==> src/rtl/row_sweeper.sv <==
// Moving-row engine for a stacker game: sweeps a lit row across the playfield,
// locks it on stop, and lands it on the surviving stack below.
module row_sweeper #(
  parameter int COLS  = 8,
  parameter int CNT_W = 26,
  parameter int LVL_W = 4,
  parameter int W_W   = 4
) (
  input  logic             clk,
  input  logic             resetn,
  input  logic             go,
  input  logic             stop_btn,
  input  logic [CNT_W-1:0] speed_count,
  input  logic [W_W-1:0]   num_blocks,
  input  logic [LVL_W-1:0] curr_level,
  output logic [COLS-1:0]  row_mask,
  output logic [COLS-1:0]  stacked_mask,
  output logic [W_W-1:0]   surviving,
  output logic             busy,
  output logic             next_signal,
  output logic             fail_signal
);

  typedef enum logic [1:0] {
    S_IDLE  = 2'd0,
    S_LOAD  = 2'd1,
    S_SWEEP = 2'd2,
    S_JUDGE = 2'd3
  } state_t;

  state_t           r_state;
  state_t           w_next;
  logic [CNT_W-1:0] r_spd;
  logic [CNT_W-1:0] r_tick;
  logic             r_dir;
  logic [COLS-1:0]  r_row;
  logic [COLS-1:0]  r_stack;
  logic [COLS-1:0]  r_land;
  logic [W_W-1:0]   r_surv;
  logic             r_busy;
  logic             r_next;
  logic             r_fail;

  logic [CNT_W-1:0] w_spd;
  logic [W_W-1:0]   w_width;
  logic [COLS-1:0]  w_init;
  logic [COLS-1:0]  w_stepped;
  logic             w_dir_n;
  logic [COLS-1:0]  w_land;

  function automatic logic [W_W-1:0] popcount(input logic [COLS-1:0] m);
    logic [W_W-1:0] cnt;
    cnt = '0;
    for (int i = 0; i < COLS; i++) begin
      cnt = cnt + {{(W_W-1){1'b0}}, m[i]};
    end
    return cnt;
  endfunction

  always_ff @(posedge clk) begin
    if (!resetn) begin
      r_state <= S_IDLE;
    end else begin
      r_state <= w_next;
    end
  end

  always_comb begin
    w_next = r_state;
    case (r_state)
      S_IDLE:  if (go) w_next = S_LOAD; else w_next = S_IDLE;
      S_LOAD:  w_next = S_SWEEP;
      S_SWEEP: if (stop_btn) w_next = S_JUDGE; else w_next = S_SWEEP;
      S_JUDGE: w_next = S_IDLE;
      default: w_next = S_IDLE;
    endcase
  end

  // Latch values and next-position computation; a full-width row pins both ends and stays put.
  always_comb begin
    w_spd = (speed_count == '0) ? {{(CNT_W-1){1'b0}}, 1'b1} : speed_count;
    if (num_blocks == '0) begin
      w_width = {{(W_W-1){1'b0}}, 1'b1};
    end else if (num_blocks > W_W'(COLS)) begin
      w_width = W_W'(COLS);
    end else begin
      w_width = num_blocks;
    end
    w_init    = ~({COLS{1'b1}} << w_width);
    w_stepped = r_row;
    w_dir_n   = r_dir;
    if (r_row[COLS-1] && r_row[0]) begin
      w_stepped = r_row;
      w_dir_n   = r_dir;
    end else if (!r_dir) begin
      if (r_row[COLS-1]) begin
        w_stepped = r_row >> 1;
        w_dir_n   = 1'b1;
      end else begin
        w_stepped = r_row << 1;
        w_dir_n   = 1'b0;
      end
    end else begin
      if (r_row[0]) begin
        w_stepped = r_row << 1;
        w_dir_n   = 1'b0;
      end else begin
        w_stepped = r_row >> 1;
        w_dir_n   = 1'b1;
      end
    end
    w_land = (curr_level == LVL_W'(1)) ? r_row : (r_row & r_stack);
  end

  // Datapath: land is captured on the stop edge so the pulse appears in JUDGE.
  always_ff @(posedge clk) begin
    if (!resetn) begin
      r_spd   <= {{(CNT_W-1){1'b0}}, 1'b1};
      r_tick  <= '0;
      r_dir   <= 1'b0;
      r_row   <= '0;
      r_stack <= '1;
      r_land  <= '0;
      r_surv  <= W_W'(COLS);
      r_busy  <= 1'b0;
      r_next  <= 1'b0;
      r_fail  <= 1'b0;
    end else begin
      r_next <= 1'b0;
      r_fail <= 1'b0;
      r_busy <= (w_next != S_IDLE);
      case (r_state)
        S_LOAD: begin
          r_spd  <= w_spd;
          r_row  <= w_init;
          r_dir  <= 1'b0;
          r_tick <= '0;
        end
        S_SWEEP: begin
          if (stop_btn) begin
            r_land <= w_land;
            r_next <= |w_land;
            r_fail <= ~|w_land;
          end else if (r_tick == r_spd - CNT_W'(1)) begin
            r_tick <= '0;
            r_row  <= w_stepped;
            r_dir  <= w_dir_n;
          end else begin
            r_tick <= r_tick + CNT_W'(1);
          end
        end
        S_JUDGE: begin
          if (|r_land) begin
            r_stack <= r_land;
            r_surv  <= popcount(r_land);
          end else begin
            r_stack <= '1;
            r_surv  <= W_W'(COLS);
          end
          r_row <= '0;
        end
        default: begin
          r_row <= r_row;
        end
      endcase
    end
  end

  assign row_mask     = r_row;
  assign stacked_mask = r_stack;
  assign surviving    = r_surv;
  assign busy         = r_busy;
  assign next_signal  = r_next;
  assign fail_signal  = r_fail;

endmodule

==> config.mk <==
export PLATFORM = sky130hd
export DESIGN_NAME = row_sweeper
export DESIGN_NICKNAME = d
export VERILOG_FILES = /design/src/rtl/row_sweeper.sv
export SDC_FILE = /design/constraint.sdc
export NUM_CORES = 1
export LEC_CHECK = 0
export BUFFER_PORTS_ARGS = -buffer_cell sky130_fd_sc_hd__buf_2
export CAP_MARGIN = 20
export CORE_MARGIN = 2
export CORE_UTILIZATION = 47
export DETAILED_ROUTE_END_ITERATION = 8
export GPL_ROUTABILITY_DRIVEN = 1
export GPL_TIMING_DRIVEN = 1
export PLACE_DENSITY = 0.7
export RECOVER_POWER = 100
export REMOVE_ABC_BUFFERS = 1
export SYNTH_ARGS = -nofsm -noshare
export SYNTH_HDL_FRONTEND = slang
export SYNTH_SLANG_ARGS = --single-unit
export TNS_END_PERCENT = 100
==> constraint.sdc <==
create_clock -name clk -period 6.84 [get_ports clk]
set_input_delay 0 -clock clk [delete_from_list [all_inputs] [get_ports clk]]
set_output_delay 0 -clock clk [all_outputs]
set_load 0.05 [all_outputs]
After elaboration in Yosys (flattened, before gate mapping)
Index checks and enable logic that the tools add are counted.

storage, ports and cells
  register bits after elaboration = 86
  bits in latches = 0
  bits in writable memories = 0
  memory bits (read-only) = 0
  bits of input ports = 38
  output and inout port bits = 23
  logic and storage cells = 73
  memories = 0

operators by class
  add/subtract/negate cells = 9
  multiply operators = 0
  div/mod/pow operators = 0
  $lt $le $gt $ge = 1
  equal/unequal tests = 8
  shifts and indexed selects = 1
  muxes and demuxes = 26
  bitwise gates (word level) = 2
  reduce and logical (&&, ||, !) cells = 15

operators with widths
  operator               count
  $mux 26                3
  $mux 8                 8
  $pmux 26 s2            1
  $add 26x1->26 const B  1
  $eq 26x26->1           1
  $logic_not 26->1       1
  $sub 26x1->26 const B  1
  $pmux 8 s3             1
  $add 4x1->4            4
  $reduce_or 8->1        2
  $mux 4                 3
  $and 8x8->8            1
  $mux 1                 8
  $not 8->8              1
  $pmux 2 s4             1
  $reduce_and 4->1       2
  $shl 8x4->8 const A    1
  $ne 2x2->1 const B     3
  $add 3x1->4            1
  $eq 2x2->1 const B     2
  $eq 4x1->1 const B     1
  $gt 4x4->1 const B     1
  $logic_not 4->1        1
  $reduce_and 2->1       2
  10 further kinds       11

Depth between registers and ports, before layout
Gate-level depths: netlist (run 1).

  depth after elaboration = 8
  depth in mapped cells = 11
  mapped depth without buffers = 11

Worst setup path before layout (run 1)
No wires, ideal clock.

  kind = flip-flop to flip-flop
  start = register r_land[0]
  end = register r_surv[2], in the netlist surviving[2]
  setup time = 0.115 ns
  data arrival time = 2.818 ns
  required time = 6.725 ns
  path slack = 3.907 ns
  cell stages (with the launch flop) = 12
  buffers on the path = 0
  clock period less this slack = 2.933 ns
  path through = dfxtp_1 -> fa_1 -> inv_1 -> fa_1 -> fa_1 -> inv_1 -> ha_1 -> fa_1 -> xor2_1 -> nand2_1 -> o2bb2ai_1 -> and2_1

on the way
  word-level cells in the longest chain between the ends = 8
  elaborated cells between the ends (all ways) = 9
  those cells by class = add/sub: 7; mux: 1; reduce/logical: 1

ends and longest elaborated chain
  what                      line  source
  start: declaration        38    logic [COLS-1:0] r_land;
  start signal: assignment  141   r_land <= w_land;
  $add 1x1->2               55    cnt = cnt + {{(W_W-1){1'b0}}, m[i]};
  $add 2x1->3               55
  $add 3x1->4               55
  $add 4x1->4 (4 in a row)  55
  $mux 4 (*)                153   if (|r_land) begin
  end signal: assignment    124   r_surv <= W_W'(COLS);
  end signal: assignment    155   r_surv <= popcount(r_land);
  end signal: assignment    158   r_surv <= W_W'(COLS);
  end: declaration          39    logic [W_W-1:0] r_surv;

Every way passes the cells marked *; elsewhere a longest branch is shown, timed or not.
A chain may end at the register's enable or synchronous reset.

Worst setup path after layout (run 1)
  start = register r_spd[0]
  end = register r_tick[6]

on the way
  word-level cells in the longest chain between the ends = 5

ends and longest elaborated chain
  what                      line  source
  start: declaration        33    logic [CNT_W-1:0] r_spd;
  start signal: assignment  118   r_spd <= {{(CNT_W-1){1'b0}}, 1'b1};
  start signal: assignment  134   r_spd <= w_spd;
  $sub 26x1->26             144   end else if (r_tick == r_spd - CNT_W'(1)) begin
  $eq 26x26->1              144
  $mux 26                   144
  $mux 26                   140   if (stop_btn) begin
  $pmux 26 s2               132   case (r_state)
  end signal: assignment    149   r_tick <= r_tick + CNT_W'(1);
  end: declaration          34    logic [CNT_W-1:0] r_tick;

No other way between the ends. The select of a mux whose other input is x is not followed.

==> key figures, run 1 <==
Status
  • Outcome: complete, but fails checks
  • Failing checks: max-capacitance violations, max-slew violations

Floorplanning
  • Row count: 38
  • Initial Utilization: 47.94%
  • DIE AREA: 11860 um2
  • Die X: 108.9 um
  • Core ar.: 10790 um2
  • Height of the die: 108.9 um
  • Num ports: 61

Drt
  • ANT nets after route: 0
  • Vias per std cell: 5.684
  • DRC Markers: 0
  • Wire per inst: 16.08 um
  • Final WL: 13280 um
  • Via count: 4695
  • Drt first pass iters: 5
  • DR iter-0 viols: 360

Place
  • Hpwl dp: 9287 um
  • Port bufs: 60
  • Dpl cells: 782
  • Placer Congestion: 0.9151

Clocking
  • Clock transition at path regs: 0.10 ns
  • CTS tree: built
  • Clock latency on the worst-skew pair: 0.39 ns
  • Number of buffers created by CTS: 9
  • CTS H-tree lvls: 3
  • Post-CTS Setup Bufs: 0
  • Root Driver: clkbuf_8
  • Clock Sinks: 86
  • PostCTS Resize Cnt: 0
  • Post-CTS Hold Buffers: 27
  • Bufs on Longest Clock Path: 2

Finish
  • Commonest cells after routing, fill and taps aside: dfxtp_1 (86), nand2_1 (68), nor2_1 (49), o21ai_0 (44), buf_2 (37)
  • Final cell count without fillers: 826
  • Layout cell share with drive strength beyond 1: 10.06%
  • Layout Nets: 733
  • Util after Layout: 55.25%
  • Synthesis-to-layout area growth: 15.26%
  • N_diodes: 0
  • Leading cell type in the layout, fill and taps excluded: dfxtp_1

GRT
  • Total track usage: 23.80%
  • First-pass GRT wire length: 22000 um
  • Initial antenna violation count: 0
  • Vias in the first global route: 4443
  • Largest net degree at the start of global routing: 90
  • Total grt overflow: 0

Setup path
  • WP data required: 7.08 ns
  • Critical path type: flop to flop
  • Critical path's most frequent cell: a21oi_1
  • Critical path peak fanout: 13
  • CP delay by family, top: simple AND/OR/NAND/NOR gates
  • Crit. End Element: flop
  • Critical Path Max Stage Delay: 0.87 ns
  • Worst Setup SP: r_spd[0]$_SDFFE_PN1P_
  • Critical Path, Cell by Cell: inv_1 -> ha_1 -> nor3b_1 -> nand4_4 -> or4b_1 -> a21oi_1 -> and4bb_1 -> nand4_1 -> a21oi_1 -> clkbuf_1 -> nor4b_1
  • CP bufs+invs: 2
  • Setup crit start kind: flop
  • Launching point of the worst reg2reg path: r_spd[0]$_SDFFE_PN1P_
  • Crit-path slowest cell: a21oi_1
  • Arrival @ worst endpoint: 4.83 ns

Synth
  • Syn. warnings: 0
  • Mapped Area: 5174 um2
  • Seq/Total Area, Yosys: 33.28%
  • Seq cells post-synth: 86
  • Gate Count Post-Synth: 613
  • Top FF cell, synth: dfxtp_1
  • Netlist cell types: 67
  • Synth async-reset ratio: 0%
  • Syn_area_per_cell: 8.440 um2
  • EDFF count, synth: 0

STA
  • Fin Hold WS: 0.02959 ns
  • Fmax achieved: 0.2177 GHz
  • Slew Viols, Final: 32
  • Final setup vio count: 0
  • Setup TNS: 0 ns
  • Fin. Hold Viols: 0
  • Slew @ Worst Pin: 1.822 ns
  • Slew HR: -21.45%
  • Final worst-path cycle share: 67.16%
  • Fin crit period: 4.593 ns
  • RSZ-0062 raised after global routing: no
  • Worst Skew: 0.01646 ns

Pwr
  • PwrDens: 211.5 nW/um2
  • Total power draw: 0.001261 W
  • Worst VDD drop: 0.0001227 V
  • Leakage: 2.223 nW

Worst hold path
  • Hold_sp: stop_btn
  • Hold Crit Class: input pin to flop

Job
  • Max_cap viols: 1
==> synth_stat cells, types with 8 or more instances <==
cell type / instances / share of area (%)
a21oi_1: 14 / 1.4
and2_1: 14 / 1.7
clkbuf_1: 22 / 1.6
dfxtp_1: 86 / 33
ha_1: 10 / 2.4
inv_1: 17 / 1.2
mux2i_1: 29 / 5.6
nand2_1: 68 / 4.9
nand2b_1: 8 / 0.97
nand3_1: 23 / 2.2
nor2_1: 49 / 3.6
nor2b_1: 29 / 3.5
nor4_1: 16 / 1.9
o21ai_0: 44 / 4.3
or3_1: 9 / 1.1
xnor2_1: 34 / 5.8
xor2_1: 21 / 3.6
==> area by class of cell <==
cell class                 instances  area [um2]
fill                             997        4830
multi-input combinational        477        3204
sequential                        86        1722
timing repair buffer              90       560.5
tap                              140       175.2
clock buffer                      10       127.6
clock inverter                     6       110.1
inverter                          17       63.81
==> stage by stage <==
stage	instance area [um2]	setup slack, ns
3_5_place_dp	5532	3.318
4_1_cts	6040	3.313
5_1_grt	5963	1.881
2_1_floorplan	5039	3.804
3_3_place_gp	5532	3.416
6_report	5963	2.247
==> registers in the layout, indices dropped and copies added (netlist names) <==
register / count
surviving: 4
stacked_mask: 8
r_spd: 26
r_state: 2
r_tick: 26
fail_signal: 1
row_mask: 8
r_land: 8
next_signal: 1
busy: 1
r_dir: 1
==> worst reg2reg max path: cells and delay by family (launching register included) <==
kind                     cells  cell delay [ns]
adder cells (fa/ha/maj)      1             0.23
AND/OR/NAND/NOR              6             2.12
flip-flops                   1             0.39
buffers and inverters        2             0.65
AO/OA/AOI/OAI                2             1.08
==> kinds of logic (layout without fill, tap and decap cells) <==
kind of cell             Yosys count  after routing  synth area share, %
AND/OR/NAND/NOR                  278            278                31.39
AO/OA/AOI/OAI                    101            101                12.60
flip-flops                        86             86                33.28
XOR/XNOR                          55             55                9.311
buffers and inverters             50            123                3.845
multiplexers                      29             29                5.611
adder cells (fa/ha/maj)           14             14                3.966
==> metal layers <==
metal	vias up	global-route usage, %	share of wire, %
met5	-	0	0
met3	34	4.005	4.9
met1	2187	32.62	47
li1	2317	-	-
met4	0	9.707	2.5
met2	157	37.09	45
==> power breakdown <==
| part | internal, W | leakage [nW] | switching [W] | total (W) |
|---|---|---|---|---|
| combinational | 0.000108 | 1.41 | 0.000167 | 0.000275 |
| sequential | 0.000520 | 0.697 | 0.0000350 | 0.000555 |
| clock | 0.000242 | 0.112 | 0.000189 | 0.000431 |
==> final timing paths <==
check                                                 end  slack, ns  cells after the start
worst min register to register  surviving[3]$_SDFFE_PN1P_       0.51                      2
worst min-delay path             row_mask[0]$_SDFFE_PN0P_       0.03                      4
worst max register to register     r_tick[6]$_SDFFE_PN0P_       2.25                     11
worst max-delay path               r_tick[6]$_SDFFE_PN0P_       2.25                     11
No activity file was read; power rests on OpenSTA's default activity.
==> inputs of run 2 (changes only) <==
- PLACE_DENSITY: 0.7 -> 0.72
- clock period: 6.84 -> 4 ns (I/O delays scaled with it)
==> run 2 against run 1 <==
The flow now finishes without violations. Largest cell class unchanged. Final area fell by 0.44%. Critical endpoint unchanged. Critical path depth did not move. Wire length barely moved. Register-to-register slack got worse by 1.7 ns. Global-route usage fell by 0.095 points. Utilization fell by 0.24 points. Clock power rose by 39%. Clock skew fell by 0.0046 ns. Final cell count rose by 0.12%. Die area did not move. Highest routed layer unchanged. Fmax rose by 35%. Hold slack improved by 0.037 ns.
==> key figures, run 2 (synthesis gave the netlist of run 1 again) <==
Finish
  • Filler instances: 978
  • Leading cell type in the layout, fill and taps excluded: dfxtp_1
  • Commonest cells after routing, fill and taps aside: dfxtp_1 (86), nand2_1 (68), nor2_1 (49), o21ai_0 (44), buf_2 (37)
  • Synthesis-to-layout area growth: 14.75%
  • Top flop regs: r_spd: 26 flops, r_tick: 26 flops
  • Layout cell share with drive strength beyond 1: 10.33%
  • Final cell count without fillers: 827
  • Cell area after layout: 5937 um2
  • Util after Layout: 55.01%
  • N_diodes: 0
  • Layout Nets: 734
  • Reg area: 1722 um2
  • Multi-input gate area in the final layout: 3231 um2

Setup path
  • WP data required: 4.21 ns
  • Critical path peak fanout: 24
  • Critical path type: flop to flop
  • Crit. End Element: flop
  • Setup crit start kind: flop
  • Arrival @ worst endpoint: 3.62 ns

GRT
  • First-pass GRT wire length: 22350 um
  • Largest net degree at the start of global routing: 61
  • Total track usage: 23.70%
  • Vias in the first global route: 4478
  • Initial antenna violation count: 0
  • Total grt overflow: 0

Clocking
  • CTS tree: built
  • CTS H-tree lvls: 3
  • Bufs on Longest Clock Path: 2
  • Clock Sinks: 86
  • Clock transition at path regs: 0.09 ns
  • Post-CTS Hold Buffers: 26
  • PostCTS Resize Cnt: 0
  • Number of buffers created by CTS: 9
  • Clock latency on the worst-skew pair: 0.35 ns
  • Root Driver: clkbuf_8
  • Post-CTS Setup Bufs: 0

STA
  • Fin. Hold Viols: 0
  • Setup TNS: 0 ns
  • Worst Skew: 0.01183 ns
  • Slew @ Worst Pin: 1.113 ns
  • Worst Slack Setup Final: 0.5924 ns
  • Slew Viols, Final: 0
  • Final setup vio count: 0
  • Fin crit period: 3.408 ns
  • Fmax achieved: 0.2935 GHz
  • Final worst-path cycle share: 85.19%
  • Slew HR: 24.74%
  • RSZ-0062 raised after global routing: no

Pwr
  • Register share of total power: 46.8%
  • Switching share of power: 32.63%
  • Gate power share: 23.7%
  • Worst VDD drop: 0.0001811 V
  • P_sw: 0.0006614 W
  • PwrDens: 341.4 nW/um2
  • Clock network fraction of total power: 29.5%
  • Leakage: 2.211 nW
  • Pint: 0.001366 W

Place
  • Post-DP Area: 5554 um2
  • Port bufs: 60
  • Pre-CTS WS: 0.9044 ns
  • Dpl cells: 785
  • Placer Congestion: 0.9283
  • Hpwl dp: 9564 um

Floorplanning
  • Initial Utilization: 47.94%
  • DIE AREA: 11860 um2
  • Die X: 108.9 um
  • Core ar.: 10790 um2
  • Num ports: 61
  • Row count: 38
  • Height of the die: 108.9 um

Drt
  • Drt first pass iters: 4
  • ANT nets after route: 0
  • Top sig layer: met4
  • Wire per inst: 16.07 um
  • M1 WL: 6189 um
  • DR iter-0 viols: 243
  • Routed met3 length: 750 um
  • Met2 wire length: 6163 um
  • DRC Markers: 0
  • Final WL: 13290 um
  • Vias per std cell: 5.664
  • Via count: 4684

Status
  • Outcome: complete, no violations

Job
  • Max_cap viols: 0

Worst hold path
  • Hold Crit Class: input pin to flop
==> run 2: cell types whose count changed in the layout (fill, tap and decap cells not counted), sizes merged <==
cell | before | now
dlygate4sd3 | 27 | 26
clkbuf | 34 | 37
buf | 39 | 40
clkinv | 1 | 2
clkinvlp | 2 | 1
bufinv | 3 | 1
==> run 2: worst paths after layout <==
kind                                to  depth (start not counted)                       from  slack (ns)
min           row_mask[0]$_SDFFE_PN0P_                          4                   stop_btn        0.07
max reg2reg     r_tick[6]$_SDFFE_PN0P_                         11      r_spd[0]$_SDFFE_PN1P_        0.59
min reg2reg  surviving[3]$_SDFFE_PN1P_                          2  surviving[3]$_SDFFE_PN1P_        0.49
max             r_tick[6]$_SDFFE_PN0P_                         11      r_spd[0]$_SDFFE_PN1P_        0.59
==> run 2: cell type report <==
cell class | count | share of cell area (%)
tap | 140 | 2.950
multi-input combinational | 477 | 54.42
timing repair buffer | 91 | 9.484
inverter | 17 | 1.075
sequential | 86 | 29.00
clock inverter | 4 | 0.8008
clock buffer | 12 | 2.276
==> run 2: layer usage <==
layer / GRT usage [%] / vias up
li1: - / 2300
met1: 33.64 / 2224
met2: 37.00 / 146
met3: 4.423 / 14
met4: 6.044 / 0
met5: 0 / -
==> run 2: power groups by stage <==
stage	Clock [W]	Sequential (W)	Combinational [W]
3_5_place_dp	0	0.000968	0.000470
6_report	0.000597	0.000949	0.000480
2_1_floorplan	0	0.000996	0.000299
3_3_place_gp	0	0.000967	0.000462
5_1_grt	0.000648	0.000955	0.000528
4_1_cts	0.000604	0.000948	0.000491
==> run 2: critical path: stages, from the launching register on <==
cell and delay (ns):
dfxtp_1 0.39, inv_1 0.09, ha_1 0.24, nor3b_4 0.32
nand4_1 0.30, or4b_1 0.54, a21oi_1 0.19, and4bb_1 0.29
nand4_4 0.17, a21oi_1 0.18, clkbuf_2 0.46, nor4b_1 0.12
==> run 2: through the flow <==
stage          hold WS [ns]  total power, W
6_report            0.06689        0.002027
5_1_grt             0.07656        0.002131
4_1_cts             0.04302        0.002044
3_3_place_gp         0.2705        0.001429
2_1_floorplan       0.06194        0.001295
3_5_place_dp         0.2867        0.001439
==> inputs of run 3 (changes only) <==
- CORE_UTILIZATION: 47 -> 51
- PLACE_DENSITY: 0.72 -> 0.77
==> run 3 against run 2 <==
Largest power group unchanged. Critical endpoint unchanged. Global-route usage grew 1.2 points. The flow now finishes with violations (max-capacitance violations, max-slew violations). Non-clock buffer count grew 1. Clock skew shrank 0.0062 ns. Setup slack gained 0.080 ns. First-iteration DRC count grew 9.5%. Die area shrank 7.6%.
==> key figures, run 3 (synthesis gave the netlist of run 1 again) <==
GRT
  • Total grt overflow: 0
  • Total track usage: 24.90%
  • Most crowded layer after global routing: met2
  • Initial antenna violation count: 0
  • Vias in the first global route: 4534
  • First-pass GRT wire length: 22180 um
  • Met1 Use GR: 34.41%
  • GR Util met2: 38.68%
  • Largest net degree at the start of global routing: 69
  • GR Layer Usage met3: 3.431%

Setup path
  • WP data required: 4.25 ns
  • Setup crit end: r_tick[6]$_SDFFE_PN0P_
  • Launching point of the worst reg2reg path: r_spd[12]$_SDFFE_PN0P_
  • Setup crit start kind: flop
  • Reg2Reg Depth: 9
  • R2R Setup Slk: 0.67 ns
  • Critical Path, Cell by Cell: nor4_1 -> nand4_2 -> a2111oi_0 -> o22a_1 -> and4bb_1 -> nand4_4 -> a21oi_1 -> buf_4 -> nor4b_1
  • Arrival @ worst endpoint: 3.58 ns
  • CP Depth: 9
  • CP bufs+invs: 1
  • Crit-path slowest cell: nor4_1
  • Critical path type: flop to flop
  • Worst R2R End: r_tick[6]$_SDFFE_PN0P_
  • Crit. End Element: flop
  • Critical Path Max Stage Delay: 0.72 ns
  • Worst Setup SP: r_spd[12]$_SDFFE_PN0P_
  • CP delay by family, top: simple AND/OR/NAND/NOR gates
  • Critical path peak fanout: 24

Clocking
  • Clock transition at path regs: 0.08 ns
  • Clock latency on the worst-skew pair: 0.37 ns
  • Post-CTS Setup Bufs: 0
  • Bufs on Longest Clock Path: 2
  • CTS H-tree lvls: 3
  • CTS tree: built
  • Clock Sinks: 86
  • Number of buffers created by CTS: 9
  • Root Driver: clkbuf_8
  • Post-CTS Hold Buffers: 27
  • PostCTS Resize Cnt: 0

Floorplanning
  • Height of the die: 104.7 um
  • Row count: 36
  • Num ports: 61
  • Initial Utilization: 52.69%
  • DIE AREA: 10970 um2
  • Core ar.: 9819 um2
  • Die X: 104.7 um

STA
  • Fin crit period: 3.328 ns
  • Slew @ Worst Pin: 2.506 ns
  • Worst Slack Setup Final: 0.6725 ns
  • Fin. Hold Viols: 0
  • Setup TNS: 0 ns
  • Slew HR: -67.05%
  • Slew Viols, Final: 69
  • Final worst-path cycle share: 83.19%
  • Fmax achieved: 0.3005 GHz
  • Final setup vio count: 0
  • RSZ-0062 raised after global routing: no
  • Worst Skew: 0.005635 ns

Job
  • Max_cap viols: 1

Finish
  • Leading cell type in the layout, fill and taps excluded: dfxtp_1
  • Layout cell share with drive strength beyond 1: 10.63%
  • Commonest cells after routing, fill and taps aside: dfxtp_1 (86), nand2_1 (68), nor2_1 (49), o21ai_0 (44), buf_2 (36)
  • Top flop regs: r_spd: 26 flops, r_tick: 26 flops
  • Synthesis-to-layout area growth: 15.77%
  • N_diodes: 0
  • Layout Nets: 735

Drt
  • Final WL: 13300 um
  • Via count: 4700
  • Wire per inst: 16.22 um
  • Drt first pass iters: 5
  • DR iter-0 viols: 266
  • DRC Markers: 0
  • ANT nets after route: 0
  • Vias per std cell: 5.732

Pwr
  • Worst VDD drop: 0.0002187 V
  • Leakage: 2.238 nW
  • PwrDens: 357.1 nW/um2

Worst hold path
  • Hold Crit Class: input pin to flop

Place
  • Placer Congestion: 0.9150
  • Pre-CTS WS: 0.8825 ns
  • Hpwl dp: 9437 um
  • Port bufs: 60

Status
  • Failing checks: max-capacitance violations, max-slew violations
  • Outcome: complete, but fails checks
[run 3: routing by layer]
layer  vias up  routed length, um
met4         0                394
met3        30                657
met2       141               6079
li1       2311                  -
met5         -                  0
met1      2218               6168
[run 3: worst min-delay path, cell delays in order]
cell,delay (ns)
buf_2,0.11
a41oi_1,0.05
nand2_1,0.09
o21ai_0,0.09
nand2_1,0.06
[run 3: cell type report]
class                   instances  area, um2
fillers                       916       3830
multi-input cells             477       3246
flip-flops and latches         86       1722
repair buffers                 92      570.5
well taps                     133      166.4
clock buffers                  11      151.4
clock inverters                 4      70.07
inverters                      17      63.81
[run 3: worst min-delay path by stage]
| stage | from | to | slack [ns] | cells past startpoint |
|---|---|---|---|---|
| floorplan | resetn | r_spd[0]$_SDFFE_PN1P_ | 0.06 | 1 |
| global placement | speed_count[6] | r_spd[6]$_SDFFE_PN0P_ | 0.27 | 3 |
| detailed placement | speed_count[9] | r_spd[9]$_SDFFE_PN0P_ | 0.28 | 3 |
| CTS | speed_count[0] | r_spd[0]$_SDFFE_PN1P_ | 0.05 | 5 |
| global route | speed_count[0] | r_spd[0]$_SDFFE_PN1P_ | 0.09 | 5 |
| finish | speed_count[0] | r_spd[0]$_SDFFE_PN1P_ | 0.06 | 5 |
[run 3: report_power, final]
group / internal, W / switching [W]
Sequential: 0.000889 / 0.0000579
Combinational: 0.000193 / 0.000301
Clock: 0.000380 / 0.000317
Total: 0.00146 / 0.000676
[run 3: metrics by stage]
stage	util (%)	instance area (um2)	total power, W	hold slack (ns)	instances
6_report	61.00	5989	0.002139	0.05985	820
2_1_floorplan	-	5039	0.001295	0.06194	580
3_5_place_dp	56.47	5545	0.001437	0.2803	778
5_1_grt	61.00	5989	0.002218	0.09316	820
4_1_cts	61.48	6037	0.002143	0.04955	820
3_3_place_gp	56.47	5545	0.001425	0.2682	778
